<file path="src/rtl/regfile_wb_arb_pkg.sv">
// Shared definitions for the writeback arbiter: bus widths, requester
// indices and the round-robin pointer advance helper.
package regfile_wb_arb_pkg;

    localparam int REG_ADDR_BUS = 5;
    localparam int REG_DATA_BUS = 32;
    localparam int NUM_REQ      = 3;

    typedef enum logic [1:0] {
        REQ_ALU = 2'd0,
        REQ_LSU = 2'd1,
        REQ_MDU = 2'd2
    } req_idx_e;

    // Successor of a requester index in round-robin order (mod 3).
    function automatic logic [1:0] next_idx(input logic [1:0] idx);
        return (idx == 2'd2) ? 2'd0 : idx + 2'd1;
    endfunction

endpackage

</file>
<file path="src/rtl/regfile_wb_arb_rr_arb3.sv">
// Three-way round-robin arbiter: the pointer names the highest-priority
// requester, the grant is one-hot (or zero when nothing is requested).
module rr_arb3
    import regfile_wb_arb_pkg::*;
(
    input  logic [NUM_REQ-1:0] req,
    input  logic [1:0]         ptr,
    output logic [NUM_REQ-1:0] grant
);

    function automatic logic [NUM_REQ-1:0] pick(
        input logic [NUM_REQ-1:0] r,
        input req_idx_e           a,
        input req_idx_e           b,
        input req_idx_e           c
    );
        logic [NUM_REQ-1:0] g;
        g = '0;
        if (r[a])      g[a] = 1'b1;
        else if (r[b]) g[b] = 1'b1;
        else if (r[c]) g[c] = 1'b1;
        return g;
    endfunction

    always_comb begin
        grant = '0;
        case (ptr)
            2'd1:    grant = pick(req, REQ_LSU, REQ_MDU, REQ_ALU);
            2'd2:    grant = pick(req, REQ_MDU, REQ_ALU, REQ_LSU);
            default: grant = pick(req, REQ_ALU, REQ_LSU, REQ_MDU);
        endcase
    end

endmodule

</file>
<file path="src/rtl/regfile_wb_arb.sv">
// Writeback arbiter: round-robin selects one of ALU/LSU/MDU per cycle into a
// registered regfile write port, and tracks pending destinations in a scoreboard.
module regfile_wb_arb
    import regfile_wb_arb_pkg::*;
#(
    parameter int ADDR_W = REG_ADDR_BUS,
    parameter int DATA_W = REG_DATA_BUS
) (
    input  logic                            clk,
    input  logic                            rst_n,
    input  logic [NUM_REQ-1:0]              req_valid,
    input  logic [NUM_REQ-1:0][ADDR_W-1:0]  req_addr,
    input  logic [NUM_REQ-1:0][DATA_W-1:0]  req_data,
    output logic [NUM_REQ-1:0]              req_ready,
    input  logic                            iss_valid,
    input  logic [ADDR_W-1:0]               iss_addr,
    input  logic                            flush,
    input  logic [ADDR_W-1:0]               chk_addr1,
    input  logic [ADDR_W-1:0]               chk_addr2,
    output logic                            busy1,
    output logic                            busy2,
    output logic                            we,
    output logic [ADDR_W-1:0]               waddr,
    output logic [DATA_W-1:0]               wdata
);

    localparam int NUM_REGS = 1 << ADDR_W;

    logic [1:0]          ptr_reg;
    logic [1:0]          ptr_next;
    logic [NUM_REQ-1:0]  grant;
    logic                granted;
    logic [1:0]          g_idx;
    logic [ADDR_W-1:0]   g_addr;
    logic [DATA_W-1:0]   g_data;
    logic                write_en;
    logic                we_reg;
    logic [ADDR_W-1:0]   waddr_reg;
    logic [DATA_W-1:0]   wdata_reg;
    logic [NUM_REGS-1:0] busy_reg;
    logic [NUM_REGS-1:0] busy_next;

    rr_arb3 u_arb (
        .req   (req_valid),
        .ptr   (ptr_reg),
        .grant (grant)
    );

    // No handshake may complete while reset is held.
    assign req_ready = rst_n ? '0 : grant;
    assign granted   = |req_ready;

    always_comb begin
        g_idx  = 2'd0;
        g_addr = '0;
        g_data = '0;
        for (int k = 0; k < NUM_REQ; k++) begin
            if (grant[k]) begin
                g_idx  = 2'(k);
                g_addr = req_addr[k];
                g_data = req_data[k];
            end
        end
    end

    assign ptr_next = granted ? next_idx(g_idx) : ptr_reg;
    // Writes to x0 are accepted from the requester but never reach the regfile.
    assign write_en = granted && (g_addr != '0);

    always_ff @(posedge clk) begin
        if (rst_n) begin
            ptr_reg   <= 2'd0;
            we_reg    <= 1'b0;
            waddr_reg <= '0;
            wdata_reg <= '0;
        end else begin
            ptr_reg <= ptr_next;
            we_reg  <= write_en;
            if (write_en) begin
                waddr_reg <= g_addr;
                wdata_reg <= g_data;
            end
        end
    end

    assign we    = we_reg;
    assign waddr = waddr_reg;
    assign wdata = wdata_reg;

    // Per-register priority: flush beats a new issue, which beats a retiring write.
    assign busy_next[0] = 1'b0;
    generate
        for (genvar gi = 1; gi < NUM_REGS; gi++) begin : g_busy
            assign busy_next[gi] = flush                                        ? 1'b0 :
                                   (iss_valid && iss_addr == ADDR_W'(gi))       ? 1'b1 :
                                   (write_en  && g_addr   == ADDR_W'(gi))       ? 1'b0 :
                                                                                  busy_reg[gi];
        end
    endgenerate

    always_ff @(posedge clk) begin
        if (rst_n) begin
            busy_reg <= '0;
        end else begin
            busy_reg <= busy_next;
        end
    end

    assign busy1 = busy_reg[chk_addr1];
    assign busy2 = busy_reg[chk_addr2];

endmodule

</file>
<file path="config.mk">
export PLATFORM = sky130hd
export DESIGN_NAME = regfile_wb_arb
export DESIGN_NICKNAME = d
export VERILOG_FILES = /design/src/rtl/regfile_wb_arb_pkg.sv /design/src/rtl/regfile_wb_arb_rr_arb3.sv /design/src/rtl/regfile_wb_arb.sv
export SDC_FILE = /design/constraint.sdc
export NUM_CORES = 1
export LEC_CHECK = 0
export ABC_CLOCK_PERIOD_IN_PS = 4000
export CAP_MARGIN = 5
export CORE_ASPECT_RATIO = 0.6
export CORE_MARGIN = 4
export CORE_UTILIZATION = 49
export CTS_BUF_LIST = sky130_fd_sc_hd__clkbuf_8
export DETAILED_ROUTE_END_ITERATION = 8
export GPL_TIMING_DRIVEN = 0
export PLACE_DENSITY = 0.87
export SLEW_MARGIN = 20
export SYNTH_ARGS = -nofsm -noshare
export SYNTH_HDL_FRONTEND = slang
export SYNTH_SLANG_ARGS = --single-unit
</file>
<file path="constraint.sdc">
create_clock -name clk -period 4 [get_ports clk]
set_input_delay 0.4 -clock clk [delete_from_list [all_inputs] [get_ports clk]]
set_output_delay 0.4 -clock clk [all_outputs]
set_load 0.005 [all_outputs]
</file>
Word-level counts from Yosys, hierarchy flattened
Cells that the tools add are included.
Operators by class
  add/subtract/negate cells: 1
  order comparisons: 2
  equal/unequal tests: 65
  mux-type cells: 86
  reductions and logical operators: 97
Operators by type and width (number)
  5-bit equality test (second input constant): 32
  32-bit two-way mux: 3
  5-bit by 4-bit equality test with 1-bit output (second input constant): 16
  1-bit two-way mux: 72
  1-bit logical AND: 63
  2-bit nonzero test: 31
  5-bit by 3-bit equality test with 1-bit output (second input constant): 8
  5-bit by 2-bit equality test with 1-bit output (second input constant): 4
  5-bit two-way mux: 3
  5-bit by 6-bit less-than comparator with 1-bit output (second input constant): 2
  1-bit binary-select mux with 5-bit select: 2
  5-bit by 1-bit equality test with 1-bit output (second input constant): 2
  2-bit two-way mux: 4
  3-bit one-hot mux with 2 select lines: 1
  5-bit nonzero test: 1
  2-bit equality test (second input constant): 2
  3-bit two-way mux: 1
  3-bit OR reduction: 1
  2-bit by 1-bit adder with 2-bit output (second input constant): 1
  2-bit by 1-bit equality test with 1-bit output (second input constant): 1
  2-bit OR reduction: 1
Storage, ports and cells
  bits in registers: 72
  input bits: 133
  output and inout port bits: 43
  word-level logic and storage cells: 287

Logic depth before layout (Yosys ltp)
Gate-level depths: netlist of run 1.
  word-level depth: 12
  gate-level depth with buffers: 12
  mapped depth without buffers: 9

Cells and area by module
A second synthesis of run 1 with hierarchy kept.
Second synthesis, totals
  cell total of the unflattened synthesis: 471
  area, all modules: 4038.9 µm²
By module, submodules not included
  regfile_wb_arb: times used 1, cells an instance 454, area each 3931.3 µm², sequential area each 1421.4 µm²
  rr_arb3: times used 1, cells an instance 17, area each 107.6 µm², sequential area each 0.0 µm²

Worst setup path after synthesis of run 1
OpenSTA, ideal clock, no wires.
  kind: register to register
  start: reg ptr_reg[0]
  end: reg wdata_reg[21] (netlist: wdata[21])
  library setup time: 0.146 ns
  arrival: 2.488 ns
  required time: 3.854 ns
  path slack: 1.366 ns
  stages on the path, launching flop included: 11
  path buffers: 2
  period minus slack after synthesis: 2.634 ns
  cell sequence: dfxtp_1 inv_1 ha_1 o311a_1 buf_6 and2_1 a221o_1 nor3_4 a21o_4 buf_6 a211oi_2
On the way
  cells in the longest elaborated chain, start to end: 7
  elaborated cells on any way between the ends: 13
  classes of those cells: eq/ne (2); mux (8); reduce/logical (3)
Ends and longest elaborated chain
  from (decl): line regfile_wb_arb.sv:29  | logic [1:0] ptr_reg;
  from (signal assigned): line regfile_wb_arb.sv:77  | ptr_reg <= ptr_next;
  2-bit equality test or 2-bit by 1-bit equality test with 1-bit output (tied branches): line regfile_wb_arb_rr_arb3.sv:27  | case (ptr)
  3-bit one-hot mux with 2 select lines (*): line regfile_wb_arb_rr_arb3.sv:27
  5-bit two-way mux (3 in a row): line regfile_wb_arb.sv:58  | if (grant[k]) begin
  5-bit nonzero test: line regfile_wb_arb.sv:68  | assign write_en = granted && (g_addr != '0);
  1-bit logical AND: line regfile_wb_arb.sv:68
  to (signal assigned): line regfile_wb_arb.sv:81  | wdata_reg <= g_data;
  to (decl): line regfile_wb_arb.sv:39  | logic [DATA_W-1:0] wdata_reg;
Mark *: on every way between the ends. The rest lies on a longest branch, timed or not.
A chain may end at the register's enable or synchronous reset.

Final worst setup path of run 1
  start: reg ptr_reg[0]
  end: reg busy_reg[29]
On the way
  cells in the longest elaborated chain, start to end: 9
  elaborated cells on any way between the ends: 13
  classes of those cells: eq/ne (3); mux (5); reduce/logical (5)
Ends and longest elaborated chain
  2-bit equality test or 2-bit by 1-bit equality test with 1-bit output (tied branches): line regfile_wb_arb_rr_arb3.sv:27
  3-bit one-hot mux with 2 select lines (*): line regfile_wb_arb_rr_arb3.sv:27
  5-bit two-way mux (3 in a row): line regfile_wb_arb.sv:58
  5-bit nonzero test: line regfile_wb_arb.sv:68
  1-bit logical AND: line regfile_wb_arb.sv:68
  1-bit logical AND (*): line regfile_wb_arb.sv:96  | (write_en && g_addr == ADDR_W'(gi)) ? 1'b0 :
  2-bit nonzero test (no source line) (*)
  to (signal assigned): line regfile_wb_arb.sv:105  | busy_reg <= busy_next;
  to (decl): line regfile_wb_arb.sv:40  | logic [NUM_REGS-1:0] busy_reg;
Marked as above.

==> results of run 1 <==
==> cells in the mapped netlist, types with 4 or more instances <==
cell / instances
a22oi_1: 32
nand4_1: 4
mux4_2: 18
nor2_1: 29
dfxtp_1: 71
nand2_1: 69
o21ai_0: 31
nor2b_1: 7
nand3_1: 38
clkbuf_1: 25
buf_1: 6
a211oi_1: 4
inv_1: 38
nor3_1: 4
mux2_2: 4
nand2b_1: 7
buf_6: 7
buf_2: 5
a211oi_2: 28
and2_1: 5
a21oi_1: 72
==> final cells by class <==
cell class | instances | area [µm²] | area share
clock buffer | 9 | 124 | 0.0192
buffer | 44 | 228 | 0.0354
timing repair buffer | 168 | 1680 | 0.261
inverter | 38 | 143 | 0.0222
tap | 112 | 140 | 0.0218
clock inverter | 7 | 58.8 | 0.00913
sequential | 71 | 1420 | 0.221
multi-input combinational | 389 | 2640 | 0.410
==> kinds of logic after synthesis <==
kind of cell / count (synthesis) / share of synthesized area
adder cells (fa/ha/maj): 2 / 0.00564
AO/OA/AOI/OAI: 192 / 0.306
AND/OR/NAND/NOR: 173 / 0.183
buffers and inverters: 82 / 0.0835
multiplexers: 22 / 0.102
flip-flops: 71 / 0.321
==> per-stage QoR <==
step / hold slack [ns] / cell area [µm²]
after CTS: 0.463 / 6440
after global placement: 0.443 / 6260
after global routing: 0.466 / 6440
after detailed placement: 0.452 / 6260
after floorplan: 0.448 / 4430
final: 0.461 / 6440
==> how the worst min path moves through the flow <==
stage	slack (ns)	to	from	cells past startpoint
3_5_place_dp	0.45	wdata[11]$_SDFFE_PP0P_	wdata[11]$_SDFFE_PP0P_	2
3_3_place_gp	0.44	wdata[9]$_SDFFE_PP0P_	wdata[9]$_SDFFE_PP0P_	2
6_report	0.46	wdata[31]$_SDFFE_PP0P_	wdata[31]$_SDFFE_PP0P_	2
2_1_floorplan	0.45	wdata[31]$_SDFFE_PP0P_	wdata[31]$_SDFFE_PP0P_	2
4_1_cts	0.46	wdata[31]$_SDFFE_PP0P_	wdata[31]$_SDFFE_PP0P_	2
5_1_grt	0.47	wdata[31]$_SDFFE_PP0P_	wdata[31]$_SDFFE_PP0P_	2
==> per-layer routing <==
metal	routed length, µm	vias up	track usage	share of wire
met5	0	-	0	0
met4	531	0	0.129	0.031
met3	2170	54	0.120	0.13
met2	7510	345	0.498	0.45
met1	6660	2420	0.405	0.39
li1	-	2338	-	-
==> power breakdown <==
part	switching, µW	leakage, µW	internal [µW]	total [µW]
sequential	42.4	0.000579	778	821
combinational	523	0.00154	461	984
clock	282	0.000108	279	561
total	848	0.00223	1520	2370
==> critical path, delay by kind of cell, from the launching register on <==
kind / cells / cell delay, ns
AOI/OAI and AO/OA: 4 / 1.01
and+or+nand+nor: 2 / 0.77
buffers and inverters: 3 / 0.52
adders and majority gates: 1 / 0.38
DFF: 1 / 0.36
==> impl_metrics.py, run 1 <==
metrics = {
    "run_status": {
        "status": "complete, no violations",
    },
    "logic_synthesis": {
        "postSynthAreaPerCell_um2": 8.18,
        "netlist.top_cell.by_area": "dfxtp_1",
        "synth.distinct_cells": 43,
        "synthCells": 542,
        "syn_area_um2": 4430,
        "synth.area.top_cells": "dfxtp_1, mux4_2, a21oi_1",
        "synth_top_area_share": 0.321,
        "synth_nets": 677,
        "synth_warnings": 0,
        "async_flop_share": 0,
        "synth_edf_count": 0,
        "yosys_most_used_dff": "dfxtp_1",
        "ys_ff_latch": 71,
        "ys_seq_area_frac": 0.321,
    },
    "job": {
        "maxCapViolations": 0,
    },
    "critical_path": {
        "critPathMaxFanout": 10,
        "ff2ff_setup_slack_ns": 0.81,
        "cp_data_required_time_ns": 4.22,
        "cpPeakStageDelay_ns": 0.67,
        "cp-endpoint": "busy_reg[29]$_SDFFE_PP0P_",
        "worstSetupPathType": "reg -> reg",
        "crit_top_cell": "inv_1",
        "critPathSlowestCell": "or4_1",
        "startpoint_type": "flop",
        "crit_arrival_ns": 3.41,
        "cp-end-kind": "flop",
        "crit_start": "ptr_reg[0]$_SDFFE_PP0P_",
        "worstReg2RegStart": "ptr_reg[0]$_SDFFE_PP0P_",
        "cp_cell_sequence": "inv_1 > ha_1 > inv_1 > nand2_1 > a221oi_2 > buf_2 > a221oi_1 > or4_1 > o21ai_0 > a21oi_1",
        "r2r-end": "busy_reg[29]$_SDFFE_PP0P_",
        "worstRegToRegCells": 10,
    },
    "sta": {
        "hold_violations": 0,
        "slew_violations": 0,
        "finalCriticalPeriod_ns": 3.19,
        "tightest_slew_ns": 0.890,
        "grt_setup_unrepaired": "false",
        "final.period_utilization": 0.797,
        "setup_viol": 0,
        "maxClockFrequency_ghz": 0.314,
        "finClkSkew_ns": 0.00908,
        "setup_ws_ns": 0.812,
        "fin_setup_tns_ns": 0,
        "slew_headroom": 0.407,
    },
    "power": {
        "vdd.ir_drop.worst_mv": 0.172,
        "power_density_nw_per_um2": 367,
        "power.total_uw": 2370,
        "p_leak_uw": 0.00223,
    },
    "placement": {
        "gp_congestion": 0.930,
        "pre_cts_slack_ns": 0.813,
        "dp.cells": 822,
        "numPortBuffers": 168,
        "dp_hpwl_um": 13300,
    },
    "layout": {
        "largest_register_ffs": 32,
        "diodes": 0,
        "final_cells": 838,
        "fillCellCount": 621,
        "fin_util": 0.744,
        "final_cell_mix": "clkdlybuf4s50_1, a21oi_1, dfxtp_1, nand2_1, inv_1",
        "area_growth_pct": 45.2,
        "nNetsFinal": 856,
        "drive_gt1_frac": 0.112,
        "final_common_cell": "clkdlybuf4s50_1",
    },
    "detailed_routing": {
        "post_drt_wl_per_cell_um": 20.1,
        "vias": 5157,
        "drt_iter0_drc": 649,
        "route.detailed.drc": 0,
        "drtAntennaViolNets": 0,
        "via_per_inst": 6.15,
        "routed_wirelength_um": 16900,
        "dr.pass1.iters": 6,
    },
    "floorplanning": {
        "die_w_um": 131,
        "die_area_um2": 10700,
        "row_count": 26,
        "initial_utilization": 0.512,
        "die_height_um": 81.7,
        "core_um2": 8650,
        "io_pins": 176,
    },
    "global_route": {
        "grt_remaining_overflow": 0,
        "grt_max_degree": 12,
        "grt_pass1_vias": 5062,
        "track_usage": 0.320,
        "grt_pass1_wl_um": 26000,
        "antenna_found_initial": 0,
    },
    "cts": {
        "hold_buffers": 0,
        "cts_htree_levels": 3,
        "clockBufferDepth": 2,
        "clock-sinks": 71,
        "ctsResizeCount": 0,
        "cts_made_buffers": 9,
        "cts_tree": "yes",
        "clock_latency_ns": 0.36,
        "cts_setup_buffers": 0,
        "clk_pin_slew_worst_paths_ns": 0.07,
        "clock-root-buffer": "clkbuf_8",
    },
    "hold_path": {
        "hold_class": "reg -> reg",
    },
}
Power figures use the tool's default switching activity.
==> run 2: changes to the inputs <==
--- a/config.mk
+++ b/config.mk
@@ -5,15 +5,15 @@
 export SDC_FILE = /design/constraint.sdc
 export NUM_CORES = 1
 export LEC_CHECK = 0
-export ABC_CLOCK_PERIOD_IN_PS = 4000
+export ABC_CLOCK_PERIOD_IN_PS = 2900
 export CAP_MARGIN = 5
 export CORE_ASPECT_RATIO = 0.6
 export CORE_MARGIN = 4
-export CORE_UTILIZATION = 49
+export CORE_UTILIZATION = 41
 export CTS_BUF_LIST = sky130_fd_sc_hd__clkbuf_8
 export DETAILED_ROUTE_END_ITERATION = 8
 export GPL_TIMING_DRIVEN = 0
-export PLACE_DENSITY = 0.87
+export PLACE_DENSITY = 0.77
 export SLEW_MARGIN = 20
 export SYNTH_ARGS = -nofsm -noshare
 export SYNTH_HDL_FRONTEND = slang
==> constraint.sdc (replaced) <==
create_clock -name clk -period 2.9 [get_ports clk]
set_input_delay 0.29 -clock clk [delete_from_list [all_inputs] [get_ports clk]]
set_output_delay 0.29 -clock clk [all_outputs]
set_load 0.005 [all_outputs]
==> impl_metrics.py, run 2 (same netlist as run 1, synthesis figures left out) <==
metrics = {
    "cts": {
        "cts_htree_levels": 3,
        "cts_made_buffers": 9,
        "clock_latency_ns": 0.36,
        "clockBufferDepth": 2,
        "cts_tree": "yes",
        "clk_pin_slew_worst_paths_ns": 0.08,
        "clock-sinks": 71,
        "clock-root-buffer": "clkbuf_8",
        "hold_buffers": 0,
    },
    "placement": {
        "gp_congestion": 0.866,
        "dpl-instance-area_um2": 6290,
        "pre_cts_slack_ns": -0.234,
        "dp_hpwl_um": 13100,
        "numPortBuffers": 168,
    },
    "critical_path": {
        "cp_cell_sequence": "inv_1 > ha_4 > inv_2 > nand2_1 > a221oi_4 > buf_4 > a221o_1 > nor3_4 > buf_12 > a21o_4 > buf_6 > a211oi_2",
        "worstReg2RegStart": "ptr_reg[0]$_SDFFE_PP0P_",
        "cp-end-kind": "flop",
        "crit_arrival_ns": 3.08,
        "critPathMaxFanout": 10,
        "critPathSlowestCell": "a221oi_4",
        "worstRegToRegCells": 12,
        "critPathTopFamily": "compound AO/OA/AOI/OAI gates",
        "startpoint_type": "flop",
        "ff2ff_setup_slack_ns": 0.09,
        "cpPeakStageDelay_ns": 0.41,
        "worstSetupPathType": "reg -> reg",
        "cp_data_required_time_ns": 3.17,
        "r2r-end": "wdata[21]$_SDFFE_PP0P_",
        "critical_path_buf_inv_count": 5,
    },
    "detailed_routing": {
        "vias": 5121,
        "met1_length_um": 6690,
        "via_per_inst": 5.88,
        "dr_wl_met2_um": 7720,
        "dr.pass1.iters": 6,
        "post_drt_wl_per_cell_um": 19.0,
        "routed_wirelength_um": 16600,
        "drtAntennaViolNets": 0,
        "drt_iter0_drc": 361,
        "wl_met3_um": 1730,
        "highest_layer": "met4",
        "route.detailed.drc": 0,
    },
    "floorplanning": {
        "die_height_um": 88.6,
        "core_um2": 10600,
        "initial_utilization": 0.420,
        "die_area_um2": 12600,
        "row_count": 29,
        "io_pins": 176,
        "die_w_um": 142,
    },
    "sta": {
        "slew_violations": 0,
        "setup_viol": 0,
        "finalCriticalPeriod_ns": 2.81,
        "final.period_utilization": 0.968,
        "slew_headroom": 0.508,
        "setup_ws_ns": 0.0923,
        "maxClockFrequency_ghz": 0.356,
        "hold_violations": 0,
        "finClkSkew_ns": 0.00982,
        "tightest_slew_ns": 0.738,
    },
    "layout": {
        "nNetsFinal": 862,
        "drive_gt1_frac": 0.153,
        "design_area_um2": 6650,
        "fillCellCount": 923,
        "area_growth_pct": 49.9,
        "diodes": 0,
        "final_common_cell": "clkdlybuf4s50_1",
        "largest_register_ffs": 32,
        "final_cell_mix": "clkdlybuf4s50_1, a21oi_1, dfxtp_1, nand2_1, nand3_1",
    },
    "global_route": {
        "grt_max_degree": 13,
        "antenna_found_initial": 0,
        "grt_remaining_overflow": 0,
        "grt_pass1_wl_um": 25500,
        "grt_pass1_vias": 4999,
        "track_usage": 0.259,
    },
    "run_status": {
        "status": "complete, no violations",
    },
    "power": {
        "p_sw_uw": 1180,
        "power_density_nw_per_um2": 507,
        "power.total_uw": 3370,
        "vdd.ir_drop.worst_mv": 0.300,
        "p_leak_uw": 0.00230,
        "p_int_uw": 2180,
        "pwr-share-clk": 0.238,
        "seq_power_share": 0.336,
        "swShare": 0.352,
        "combPwrFrac": 0.426,
    },
    "hold_path": {
        "hold_path_end": "busy_reg[30]$_SDFFE_PP0P_",
        "hold_depth": 3,
        "hold_class": "in -> reg",
        "worstHoldStart": "iss_addr[4]",
    },
    "job": {
        "maxCapViolations": 0,
    },
}
-- run 2: changes by cell type in the layout (fill, tap and decap cells not counted), sizes merged --
cell / delta
buf: +3
clkinv: +1
clkbuf: +4
inv: -4
clkinvlp: +2
-- run 2: worst max path at each step --
stage	startpoint	end	slack (ns)	cells past startpoint
floorplan	ptr_reg[0]$_SDFFE_PP0P_	wdata[21]$_SDFFE_PP0P_	0.27	10
detailed placement	ptr_reg[0]$_SDFFE_PP0P_	busy_reg[29]$_SDFFE_PP0P_	-0.23	10
global placement	req_valid[1]	busy_reg[1]$_SDFFE_PP0P_	-0.16	9
CTS	ptr_reg[0]$_SDFFE_PP0P_	wdata[21]$_SDFFE_PP0P_	0.0005	12
finish	ptr_reg[0]$_SDFFE_PP0P_	wdata[21]$_SDFFE_PP0P_	0.09	12
global route	ptr_reg[0]$_SDFFE_PP0P_	wdata[23]$_SDFFE_PP0P_	-0.003	12
-- run 2: worst register-to-register path: stages, from the launching register on --
cell and delay, ns:
dfxtp_1 0.36, inv_1 0.09, ha_4 0.28, inv_2 0.10
nand2_1 0.12, a221oi_4 0.42, buf_4 0.19, a221o_1 0.29
nor3_4 0.09, buf_12 0.15, a21o_4 0.25, buf_6 0.17
a211oi_2 0.23
-- run 2: cell type report --
cell class / count / area (µm²) / share of cell area
flip-flops and latches: 71 / 1420 / 0.214
plain buffers: 43 / 254 / 0.0382
well taps: 139 / 174 / 0.0262
clock inverters: 6 / 60.1 / 0.00904
repair buffers: 175 / 1750 / 0.263
multi-input cells: 389 / 2710 / 0.408
clock buffers: 10 / 138 / 0.0207
inverters: 38 / 143 / 0.0215
-- run 2: layer usage --
metal,vias to the layer above,global-route usage
met5,-,0
met2,286,0.426
li1,2343,-
met4,0,0.0862
met3,33,0.0837
met1,2459,0.326
-- run 2: power groups by stage --
stage / registers (µW) / clock network [µW] / logic, µW
2_1_floorplan: 1150 / 0 / 730
3_3_place_gp: 1140 / 0 / 1300
3_5_place_dp: 1150 / 0 / 1330
4_1_cts: 1130 / 811 / 1400
5_1_grt: 1140 / 851 / 1550
6_report: 1130 / 802 / 1430
-- run 2: per-stage QoR --
| stage | utilization | setup TNS (ns) | std cells | hold slack (ns) |
|---|---|---|---|---|
| detailed placement | 0.596 | -7.68 | 849 | 0.456 |
| CTS | 0.626 | 0 | 872 | 0.340 |
| global placement | 0.596 | -4.29 | 849 | 0.443 |
| finish | 0.629 | 0 | 871 | 0.348 |
| floorplan | - | 0 | 542 | 0.448 |
| global route | 0.629 | -0.00347 | 871 | 0.371 |
-- run 2: repair_timing --
action,in CTS,in global routing
buffers inserted,7,0
gates resized for setup,14,21
endpoints found under the hold margin,0,0
endpoints found under the setup margin,59,64
pin swaps,4,3
==> run 3: changes to the inputs <==
--- a/config.mk
+++ b/config.mk
@@ -7,13 +7,14 @@
 export LEC_CHECK = 0
 export ABC_CLOCK_PERIOD_IN_PS = 2900
 export CAP_MARGIN = 5
-export CORE_ASPECT_RATIO = 0.6
+export CORE_ASPECT_RATIO = 1.2
 export CORE_MARGIN = 4
 export CORE_UTILIZATION = 41
 export CTS_BUF_LIST = sky130_fd_sc_hd__clkbuf_8
 export DETAILED_ROUTE_END_ITERATION = 8
 export GPL_TIMING_DRIVEN = 0
 export PLACE_DENSITY = 0.77
+export REMOVE_ABC_BUFFERS = 1
 export SLEW_MARGIN = 20
 export SYNTH_ARGS = -nofsm -noshare
 export SYNTH_HDL_FRONTEND = slang
==> impl_metrics.py, run 3 (same netlist as run 1, synthesis figures left out) <==
metrics = {
    "cts": {
        "clock_latency_ns": 0.34,
        "clock-root-buffer": "clkbuf_8",
        "clock-sinks": 71,
        "clockBufferDepth": 2,
        "cts_htree_levels": 3,
        "cts_tree": "yes",
        "hold_buffers": 0,
        "clk_pin_slew_worst_paths_ns": 0.08,
        "cts_made_buffers": 9,
    },
    "power": {
        "p_int_uw": 2170,
        "p_leak_uw": 0.00238,
        "swShare": 0.360,
        "seq_power_share": 0.335,
        "power_density_nw_per_um2": 499,
        "pwr-share-clk": 0.211,
        "combPwrFrac": 0.454,
        "vdd.ir_drop.worst_mv": 0.240,
        "p_sw_uw": 1220,
    },
    "layout": {
        "diodes": 0,
        "fillCellCount": 909,
        "area_growth_pct": 53.4,
        "drive_gt1_frac": 0.190,
        "final_cell_mix": "clkdlybuf4s50_1, a21oi_1, dfxtp_1, nand2_1, inv_1",
        "ff_latch_area_um2": 1420,
        "nNetsFinal": 855,
        "final_cells": 854,
        "multi_input_area_um2": 2820,
        "final_common_cell": "clkdlybuf4s50_1",
        "largest_register_ffs": 32,
        "fin_util": 0.644,
    },
    "detailed_routing": {
        "via_per_inst": 5.82,
        "drtAntennaViolNets": 0,
        "routed_wirelength_um": 16900,
        "drt_iter0_drc": 331,
        "dr.pass1.iters": 5,
        "post_drt_wl_per_cell_um": 19.8,
        "vias": 4974,
        "route.detailed.drc": 0,
    },
    "run_status": {
        "status": "complete, no violations",
    },
    "global_route": {
        "grt_max_degree": 31,
        "track_usage": 0.265,
        "antenna_found_initial": 0,
        "grt_pass1_wl_um": 25800,
        "grt_remaining_overflow": 0,
        "grt_pass1_vias": 5069,
    },
    "critical_path": {
        "critPathMaxFanout": 17,
        "crit_arrival_ns": 3.02,
        "worstSetupPathType": "reg -> reg",
        "startpoint_type": "flop",
        "cp-end-kind": "flop",
        "cp_data_required_time_ns": 3.10,
    },
    "placement": {
        "gp_congestion": 0.869,
        "dp_hpwl_um": 11900,
        "dp.cells": 810,
        "numPortBuffers": 175,
    },
    "floorplanning": {
        "die_w_um": 103,
        "core_um2": 10600,
        "io_pins": 176,
        "row_count": 41,
        "die_area_um2": 12500,
        "die_height_um": 122,
        "initial_utilization": 0.420,
    },
    "sta": {
        "slew_headroom": 0.585,
        "tightest_slew_ns": 0.622,
        "slew_violations": 0,
        "setup_viol": 0,
        "maxClockFrequency_ghz": 0.355,
        "hold_violations": 0,
        "fin_setup_tns_ns": 0,
        "finalCriticalPeriod_ns": 2.81,
        "final.period_utilization": 0.970,
        "finClkSkew_ns": 0.0122,
    },
    "hold_path": {
        "hold_class": "in -> reg",
    },
    "job": {
        "maxCapViolations": 0,
    },
}
[run 3: cell count changes in the layout (fill, tap and decap cells not counted), sizes merged, moves of 2 or more]
cell and change:
buf +11, clkbuf -25, clkdlybuf4s15 +3, clkdlybuf4s50 +2, inv +2
[run 3: power groups by stage]
stage	Combinational, µW	Sequential (µW)	Clock (µW)
6_report	1540	1140	717
5_1_grt	1640	1140	776
4_1_cts	1480	1130	726
3_5_place_dp	1320	1150	0
3_3_place_gp	1230	1150	0
2_1_floorplan	628	1150	0
[run 3: per-stage QoR]
step / hold slack (ns) / setup slack (ns) / power (µW) / area [µm²]
2_1_floorplan: 0.355 / -1.32 / 1780 / 4210
3_3_place_gp: 0.444 / -3.35 / 2380 / 6120
3_5_place_dp: 0.450 / -1.02 / 2470 / 6270
4_1_cts: 0.416 / 0.0118 / 3340 / 6720
5_1_grt: 0.462 / -0.0319 / 3560 / 6800
6_report: 0.441 / 0.0866 / 3390 / 6800
[run 3: final timing paths]
kind / startpoint / end / slack (ns) / depth (start not counted)
setup / recovery: ptr_reg[1]$_SDFFE_PP0P_ / wdata[28]$_SDFFE_PP0P_ / 0.09 / 10
hold / removal: rst_n / ptr_reg[1]$_SDFFE_PP0P_ / 0.44 / 2
setup reg to reg: ptr_reg[1]$_SDFFE_PP0P_ / wdata[28]$_SDFFE_PP0P_ / 0.09 / 10
hold reg to reg: wdata[17]$_SDFFE_PP0P_ / wdata[17]$_SDFFE_PP0P_ / 0.46 / 2
[run 3: metal layers]
| metal | vias to the layer above | wire length, µm | GRT usage |
|---|---|---|---|
| met2 | 247 | 8630 | 0.462 |
| met1 | 2359 | 6390 | 0.315 |
| met4 | 0 | 419 | 0.0874 |
| li1 | 2337 | - | - |
| met5 | - | 0 | 0 |
| met3 | 31 | 1490 | 0.0659 |
[run 3: cell type report]
| class | count | share of cell area |
|---|---|---|
| repair buffers | 208 | 0.306 |
| clock inverters | 5 | 0.00368 |
| flip-flops and latches | 71 | 0.209 |
| well taps | 129 | 0.0237 |
| multi-input cells | 392 | 0.414 |
| clock buffers | 11 | 0.0223 |
| inverters | 38 | 0.0213 |
[run 3: what timing repair did]
| action | CTS | global route |
|---|---|---|
| endpoints found under the setup margin | 72 | 62 |
| gates resized for setup | 31 | 26 |
| pin swaps | 8 | 11 |
| cloned | 4 | 1 |
| setup buffers | 20 | 3 |
[run 3: critical path, stage by stage (launching register included)]
cell and delay, ns:
dfxtp_2 0.37, inv_1 0.06, ha_2 0.21, nor2b_4 0.15, o311a_4 0.44, and2_1 0.19
a221o_1 0.37, nor3_4 0.30, buf_4 0.16, a21o_4 0.29, a211oi_2 0.11
